===== config.mk =====
export PLATFORM = sky130hd
export DESIGN_NAME = regfile_seq_flat
export DESIGN_NICKNAME = d
export VERILOG_FILES = /design/src/rtl/regfile_seq_pkg.sv /design/src/rtl/regfile_seq_if.sv /design/src/rtl/regfile_clr_fsm.sv /design/src/rtl/regfile_seq.sv /design/src/flat_wrapper.sv
export SDC_FILE = /design/constraint.sdc
export NUM_CORES = 1
export LEC_CHECK = 0
export BUFFER_PORTS_ARGS = -buffer_cell sky130_fd_sc_hd__buf_2
export CAP_MARGIN = 10
export CORE_MARGIN = 1.5
export CORE_UTILIZATION = 29
export CTS_CLUSTER_DIAMETER = 100
export DETAILED_ROUTE_END_ITERATION = 7
export PLACE_DENSITY = 0.51
export SYNTH_ARGS = -nofsm -noshare
export SYNTH_HDL_FRONTEND = slang
export SYNTH_SLANG_ARGS = --single-unit

===== constraint.sdc =====
create_clock -name clk -period 2.2 [get_ports clk]
set_input_delay 0.22 -clock clk [delete_from_list [all_inputs] [get_ports clk]]
set_output_delay 0.22 -clock clk [all_outputs]
set_load 0.005 [all_outputs]

===== src/rtl/regfile_seq_pkg.sv =====
// Shared types, default parameters and the index-valid helper for the sequentially cleared
// register file.
package regfile_seq_pkg;

  localparam int unsigned DefBits  = 8;
  localparam int unsigned DefRbits = 3;
  localparam int unsigned DefNreg  = 8;

  typedef enum logic {
    StClear,
    StReady
  } clr_state_e;

  // r0 and anything at or beyond nreg are hardwired to zero and never written.
  function automatic logic idx_valid(input int unsigned idx, input int unsigned nreg);
    return (idx != 0) && (idx < nreg);
  endfunction

endpackage


===== src/rtl/regfile_seq_if.sv =====
// Write, read and debug signals of regfile_seq, grouped with master (core side) and slave
// (register file side) modports.
interface regfile_seq_if
  import regfile_seq_pkg::*;
#(
  parameter int unsigned BITS  = DefBits,
  parameter int unsigned RBITS = DefRbits
);

  logic             run;
  logic             we;
  logic [RBITS-1:0] rd;
  logic [BITS-1:0]  rd_din;
  logic [RBITS-1:0] rs1;
  logic [RBITS-1:0] rs2;
  logic [BITS-1:0]  rs1_dout;
  logic [BITS-1:0]  rs2_dout;
  logic             ready;
  logic [RBITS-1:0] dbg_sel;
  logic [BITS-1:0]  dbg_dout;

  modport master (
    output run, we, rd, rd_din, rs1, rs2, dbg_sel,
    input  rs1_dout, rs2_dout, ready, dbg_dout
  );

  modport slave (
    input  run, we, rd, rd_din, rs1, rs2, dbg_sel,
    output rs1_dout, rs2_dout, ready, dbg_dout
  );

endinterface


===== src/rtl/regfile_clr_fsm.sv =====
// Post-reset clear sequencer: walks r1..r[NREG-1] writing zero, then holds ready high until
// the next reset.
module regfile_clr_fsm
  import regfile_seq_pkg::*;
#(
  parameter int unsigned RBITS = DefRbits,
  parameter int unsigned NREG  = DefNreg
) (
  input  logic             clk,
  input  logic             rstn,
  output logic             clr_we,
  output logic [RBITS-1:0] clr_idx,
  output logic             ready
);

  localparam logic [RBITS-1:0] LastIdx = RBITS'(NREG - 1);

  clr_state_e       state_q;
  logic [RBITS-1:0] cnt_q;
  logic             ready_q;

  always_ff @(posedge clk) begin
    if (!rstn) begin
      state_q <= StClear;
      cnt_q   <= RBITS'(1);
      ready_q <= 1'b0;
    end else begin
      unique case (state_q)
        StClear: begin
          if (cnt_q == LastIdx) begin
            state_q <= StReady;
            ready_q <= 1'b1;
          end else begin
            cnt_q <= cnt_q + 1'b1;
          end
        end
        StReady: ;
      endcase
    end
  end

  assign clr_we  = (state_q == StClear);
  assign clr_idx = cnt_q;
  assign ready   = ready_q;

endmodule


===== src/rtl/regfile_seq.sv =====
// Register file with hardwired r0, a zeroing sequence after reset and a registered debug read.
// Define REGFILE_SEQ_BYPASS_EN to forward an accepted write to matching read ports.
module regfile_seq
  import regfile_seq_pkg::*;
#(
  parameter int unsigned BITS  = DefBits,
  parameter int unsigned RBITS = DefRbits,
  parameter int unsigned NREG  = DefNreg
) (
  input logic         clk,
  input logic         rstn,
  regfile_seq_if.slave bus
);

  localparam int unsigned Depth = 1 << RBITS;

  // Entries 0 and >= NREG are never written and never read, so they fold away.
  logic [BITS-1:0]  mem [Depth];

  logic             clr_we;
  logic [RBITS-1:0] clr_idx;
  logic             ready;
  logic             wr_acc;
  logic [BITS-1:0]  rs1_rd;
  logic [BITS-1:0]  rs2_rd;
  logic [BITS-1:0]  dbg_rd;
  logic [BITS-1:0]  dbg_q;

  regfile_clr_fsm #(
    .RBITS(RBITS),
    .NREG (NREG)
  ) u_clr_fsm (
    .clk    (clk),
    .rstn   (rstn),
    .clr_we (clr_we),
    .clr_idx(clr_idx),
    .ready  (ready)
  );

  assign wr_acc = bus.run && bus.we && ready && idx_valid(32'(bus.rd), NREG);

  // Reset only steers the sequencer; storage is left untouched on a reset edge.
  always_ff @(posedge clk) begin
    if (rstn && clr_we) begin
      mem[clr_idx] <= '0;
    end else if (rstn && wr_acc) begin
      mem[bus.rd] <= bus.rd_din;
    end
  end

  always_comb begin
    rs1_rd = idx_valid(32'(bus.rs1), NREG) ? mem[bus.rs1] : '0;
    rs2_rd = idx_valid(32'(bus.rs2), NREG) ? mem[bus.rs2] : '0;
    dbg_rd = idx_valid(32'(bus.dbg_sel), NREG) ? mem[bus.dbg_sel] : '0;
  end

`ifdef REGFILE_SEQ_BYPASS_EN
  assign bus.rs1_dout = (wr_acc && (bus.rd == bus.rs1)) ? bus.rd_din : rs1_rd;
  assign bus.rs2_dout = (wr_acc && (bus.rd == bus.rs2)) ? bus.rd_din : rs2_rd;
`else
  assign bus.rs1_dout = rs1_rd;
  assign bus.rs2_dout = rs2_rd;
`endif

  always_ff @(posedge clk) begin
    if (!rstn) begin
      dbg_q <= '0;
    end else begin
      dbg_q <= dbg_rd;
    end
  end

  assign bus.dbg_dout = dbg_q;
  assign bus.ready    = ready;

endmodule

===== src/flat_wrapper.sv =====
// flat-port wrapper written by rule: the top's interface ports become plain ports
module regfile_seq_flat import regfile_seq_pkg::*;
#(
  parameter int unsigned BITS  = DefBits,
  parameter int unsigned RBITS = DefRbits,
  parameter int unsigned NREG  = DefNreg
)
  (clk, rstn, bus_run, bus_we, bus_rd, bus_rd_din, bus_rs1, bus_rs2, bus_dbg_sel, bus_rs1_dout, bus_rs2_dout, bus_ready, bus_dbg_dout);
  regfile_seq_if #(.BITS(BITS), .RBITS(RBITS)) bus_i ();
  input logic clk;
  input logic rstn;
  input wire logic [$bits(bus_i.run)-1:0] bus_run;
  input wire logic [$bits(bus_i.we)-1:0] bus_we;
  input wire logic [$bits(bus_i.rd)-1:0] bus_rd;
  input wire logic [$bits(bus_i.rd_din)-1:0] bus_rd_din;
  input wire logic [$bits(bus_i.rs1)-1:0] bus_rs1;
  input wire logic [$bits(bus_i.rs2)-1:0] bus_rs2;
  input wire logic [$bits(bus_i.dbg_sel)-1:0] bus_dbg_sel;
  output wire logic [$bits(bus_i.rs1_dout)-1:0] bus_rs1_dout;
  output wire logic [$bits(bus_i.rs2_dout)-1:0] bus_rs2_dout;
  output wire logic [$bits(bus_i.ready)-1:0] bus_ready;
  output wire logic [$bits(bus_i.dbg_dout)-1:0] bus_dbg_dout;
  assign bus_i.run = bus_run;
  assign bus_i.we = bus_we;
  assign bus_i.rd = bus_rd;
  assign bus_i.rd_din = bus_rd_din;
  assign bus_i.rs1 = bus_rs1;
  assign bus_i.rs2 = bus_rs2;
  assign bus_i.dbg_sel = bus_dbg_sel;
  assign bus_rs1_dout = bus_i.rs1_dout;
  assign bus_rs2_dout = bus_i.rs2_dout;
  assign bus_ready = bus_i.ready;
  assign bus_dbg_dout = bus_i.dbg_dout;
  regfile_seq #(.BITS(BITS), .RBITS(RBITS), .NREG(NREG)) u_core (.clk(clk), .rstn(rstn), .bus(bus_i));
endmodule

# Yosys cells after proc, flatten, opt, wreduce, memory -nomap -nowiden
# Memory sizes are Yosys's and may differ from the RTL's. A register that Yosys moved wholly into a read port is not among the register bits.
# Index checks and enable logic that the tools add are counted.
# totals
regBits	5
ram_bits	64
in_bits	24
memories	1
# op_classes
add_sub_neg	1
n_eq_ne	1
n_mux	12
bitwise_logic	2
reduce_logical	14
# memory_table
memory	words	width	rd	rd_clocked_by_memory_dff	wr	line	text
u_core.mem	8	8	3	1	1	regfile_seq.sv:18	logic [BITS-1:0] mem [Depth];
# ops
cell	count
two-way mux 8 bit	3
nonzero test 3 bit	4
two-way mux 1 bit	8
OR reduction 8 bit	1
AND reduction 2 bit	3
logical AND 1 bit	5
adder 3 x 1 -> 3 bit, second input constant	1
== test 3 bit, second input constant	1
two-way mux 3 bit	1
inverter 1 bit	2
zero test 1 bit	1

# Longest topological paths before layout
# depth
depth_word	9
mapped_depth	5

# Cells and area by module
# From an unflattened synthesis, not the netlist that was laid out.
# unflattened
hier_cells	271
area_unflattened_um2	3732.3
# modules_own_cells
mod	n_inst	cells_each	area_per_inst_um2
regfile_seq	1	250	3514.6
regfile_clr_fsm	1	21	217.7

# Worst setup path before layout
# Ideal clock, no wire load.
# synth_timing
path_type	register to register
start	register u_core.u_clr_fsm.ready_q (netlist: u_core.u_clr_fsm.ready)
end	memory u_core.mem[2][0] (netlist bit), enable pin
arrival_time_ns	1.536
required_ns	1.812
setup_slack_ns	0.276
stages_incl_launch_ff	4
path_buffers	0
period_less_slack_ns	1.924
cell_sequence	dfxtp_1 -> nand4_1 -> or2_2 -> o32ai_1
# synth_via
elab_chain_cells	8
word_cells_on_any_way	9
cone_classes	mux: 5; reduce/logical: 4
# synth_rtl
item	line	text
from (decl)	regfile_clr_fsm.sv:20	logic ready_q;
from (signal assigned)	regfile_clr_fsm.sv:26	ready_q <= 1'b0;
from (signal assigned)	regfile_clr_fsm.sv:32	ready_q <= 1'b1;
logical AND 1 bit * (2 in series)	regfile_seq.sv:40	assign wr_acc = bus.run && bus.we && ready && idx_valid(32'(bus.rd), NREG);
logical AND 1 bit *	regfile_seq.sv:46	end else if (rstn && wr_acc) begin
two-way mux 1 bit *	regfile_seq.sv:46	
two-way mux 1 bit *	regfile_seq.sv:44	if (rstn && clr_we) begin
two-way mux 1 bit (implied by the code) *	regfile_seq.sv:47	mem[bus.rd] <= bus.rd_din;
OR reduction 8 bit (no line)	n/a	
two-way mux 3 bit (no line) or two-way mux 1 bit (tied branches)	n/a	
to (decl)	regfile_seq.sv:18	
# Mark *: on every way between the ends. The rest lies on a longest branch, timed or not.

==> results.json <==
{
  "synthArstFlopShare": 0,
  "dieWidth_um": 114.7,
  "yosysTopAreaCell": "edfxtp_1",
  "synth_seq_area_share": 0.5363,
  "clk_pin_slew_worst_paths_ns": 0.05,
  "clock-sinks": 69,
  "overflow": 0,
  "synthTopCellsByCount": "edfxtp_1 (56), mux4_2 (24), mux2_2 (23)",
  "final-setup-viol-count": 0,
  "synth-edff-count": 56,
  "hold_class": "input pin to flip-flop",
  "fmax_mhz": 543.7,
  "dp_hpwl_mm": 6.379,
  "synth_ff_type": "edfxtp_1",
  "reg2reg_slack_ns": 0.53,
  "drv_slew": 0,
  "hold_violations": 0,
  "ant_nets": 0,
  "p_seq_frac": 0.469,
  "internal_power_mw": 2.612,
  "clkPwrFrac": 0.352,
  "cts_buffers": 9,
  "final_area_um2": 4347,
  "combPwrFrac": 0.179,
  "synth_most_common_cell": "edfxtp_1",
  "synth_cell_types": 39,
  "worst_pin_slew_ns": 0.4769,
  "min_path_cells": 2,
  "grt_pass1_vias": 2538,
  "cts_tree": "yes",
  "antenna_found_initial": 0,
  "hold_end": "u_core.u_clr_fsm.state_q",
  "wl_mm": 9.603,
  "post_drt_wl_per_cell_um": 19.84,
  "cp-end-kind": "output pin",
  "reg2regPathDepth": 4,
  "route.detailed.drc": 0,
  "port_buffers": 48,
  "synth.top_cell.area_share": 0.4644,
  "tns_ns": 0,
  "timing.rr.end": "u_core.mem[4][7]",
  "drive_above_1_share": 0.4019,
  "netlist_top_cells_area": "edfxtp_1 (46%), mux4_2 (15%), dfxtp_1 (7.2%)",
  "synth-seq-cells": 69,
  "ff_latch_area_um2": 1942,
  "max_stage_delay_ns": 0.47,
  "placed_cell_area_um2": 4093,
  "core_area_um2": 12110,
  "die_area_um2": 13170,
  "clk-insertion-delay-late_ns": 0.32,
  "synth_cells": 251,
  "synth_nets": 277,
  "fin_skew_ns": 0.006756,
  "fin_nets": 337,
  "critPathTopFamily": "multiplexers",
  "dr.pass1.iters": 4,
  "p_leak_nw": 1.668,
  "io_pins": 49,
  "gp_congestion": 0.8016,
  "finalNonFillerCells": 484,
  "crit_fanout": 3,
  "crit_path_start_kind": "flip-flop",
  "ir_drop_mv": 0.5597,
  "p_sw_frac": 0.2583,
  "layout_min_cycle_time_ns": 1.839,
  "num_rows": 40,
  "root_buffer": "clkbuf_16",
  "fin_util": 0.3589,
  "status": "completed",
  "post-place-ws_ns": 0.3754,
  "syn_to_final_growth_pct": 20.04,
  "multiInputGateArea_um2": 1528,
  "path_buf_inv": 1,
  "crit_type": "flip-flop to output pin",
  "rsz0062_at_grt": "no",
  "antenna_cells": 0,
  "reg2reg_from": "u_core.u_clr_fsm.state_q",
  "maxCapViolCount": 0,
  "via_per_inst": 5.097,
  "num_vias": 2467,
  "place_inst": 468,
  "grtUsageTotal": 0.1535,
  "cts-hold-fix-buffers": 0,
  "num-fill-cells": 1205,
  "path_cells": "mux4_2 > nand2_1 > o21ai_0 > buf_2",
  "cts_setup_buffers": 0,
  "yosys_warnings": 0,
  "syn-cell-area_um2": 3621,
  "initial_core_util": 0.2990,
  "first_iter_violations": 201,
  "grt_pass1_wl_mm": 14.38,
  "grt_max_degree": 18,
  "worstHoldStart": "rstn",
  "fin_ws_ns": 0.3606,
  "power_switching_mw": 0.9095,
  "clk_path_buf_depth": 2,
  "worstPathRequired_ns": 1.98,
  "powerDensity_nw_per_um2": 810.2,
  "h-tree-depth": 3,
  "slowest_stage": "mux4_2",
  "die_y_um": 114.7,
  "min_period_over_period": 0.8361,
  "max_slew_margin": 0.6821,
  "cp.arrival_ns": 1.62,
  "avgSynthCellArea_um2": 14.43,
  "post_cts_resized": 0
}
## flip-flops by register name (all words and copies together) (netlist names)
register / cells
u_core.bus.dbg_dout: 8
u_core.mem: 56
u_core.u_clr_fsm.clr_idx: 3
u_core.u_clr_fsm.ready: 1
u_core.u_clr_fsm.state_q: 1
## worst max path at each step
stage                                   to  slack (ns)  cells after the start              startpoint
after floorplan           u_core.mem[2][0]        0.28                      3  u_core.u_clr_fsm.ready
after global placement     bus_rs2_dout[4]        0.38                      6              bus_rs2[0]
after detailed placement   bus_rs2_dout[4]        0.38                      6              bus_rs2[0]
after CTS                  bus_rs2_dout[7]        0.36                      4        u_core.mem[7][7]
after global routing       bus_rs2_dout[4]        0.27                      6              bus_rs2[0]
final                      bus_rs2_dout[7]        0.36                      4        u_core.mem[7][7]
## logic make-up after synthesis
kind of cell,after synthesis,synth area share
DFF,69,0.5363
AOI/OAI and AO/OA,62,0.1258
muxes,48,0.2236
and+or+nand+nor,44,0.06323
buffers and inverters,25,0.04181
adders and majority gates,2,0.006910
xor gates and xnor gates,1,0.002419
## per-stage QoR
stage                     power [mW]  hold WS (ns)
after floorplan                2.056        0.3617
after global placement         2.302        0.5037
after detailed placement       2.311        0.5098
after CTS                      3.576        0.1876
after global routing           3.705        0.1984
final                          3.521        0.2047
## cells in the final DEF (no fill, tap or decap), drive strengths merged, types with 4 or more instances in the layout
cell	instances
o21ai	15
mux4	24
a221o	7
and2	8
edfxtp	56
a21oi	5
inv	5
dfxtp	13
nand2b	4
a22oi	12
clkbuf	14
o211a	7
o32ai	4
mux2	23
buf	68
nand2	18
nor2b	5
## area by class of cell
type / instances / area share
repair buffers: 68 / 0.08981
well taps: 168 / 0.04836
clock inverters: 2 / 0.002303
clock buffers: 14 / 0.05613
inverters: 6 / 0.005181
multi-input cells: 157 / 0.3515
flip-flops and latches: 69 / 0.4467
## layer usage
layer  vias to the layer above  track usage  part of all wire
li1                       1143            -                 -
met1                      1224       0.1998              0.44
met2                        94       0.2455              0.48
met3                         6      0.03743             0.066
met4                         0      0.06667            0.0083
met5                         -            0                 0
## power groups by stage
stage | Sequential [mW] | Clock, mW | Combinational (mW)
global route | 1.67 | 1.34 | 0.697
floorplan | 1.65 | 0 | 0.405
finish | 1.65 | 1.24 | 0.630
CTS | 1.65 | 1.29 | 0.637
detailed placement | 1.68 | 0 | 0.635
global placement | 1.67 | 0 | 0.631
(Power assumes the default switching activity.)
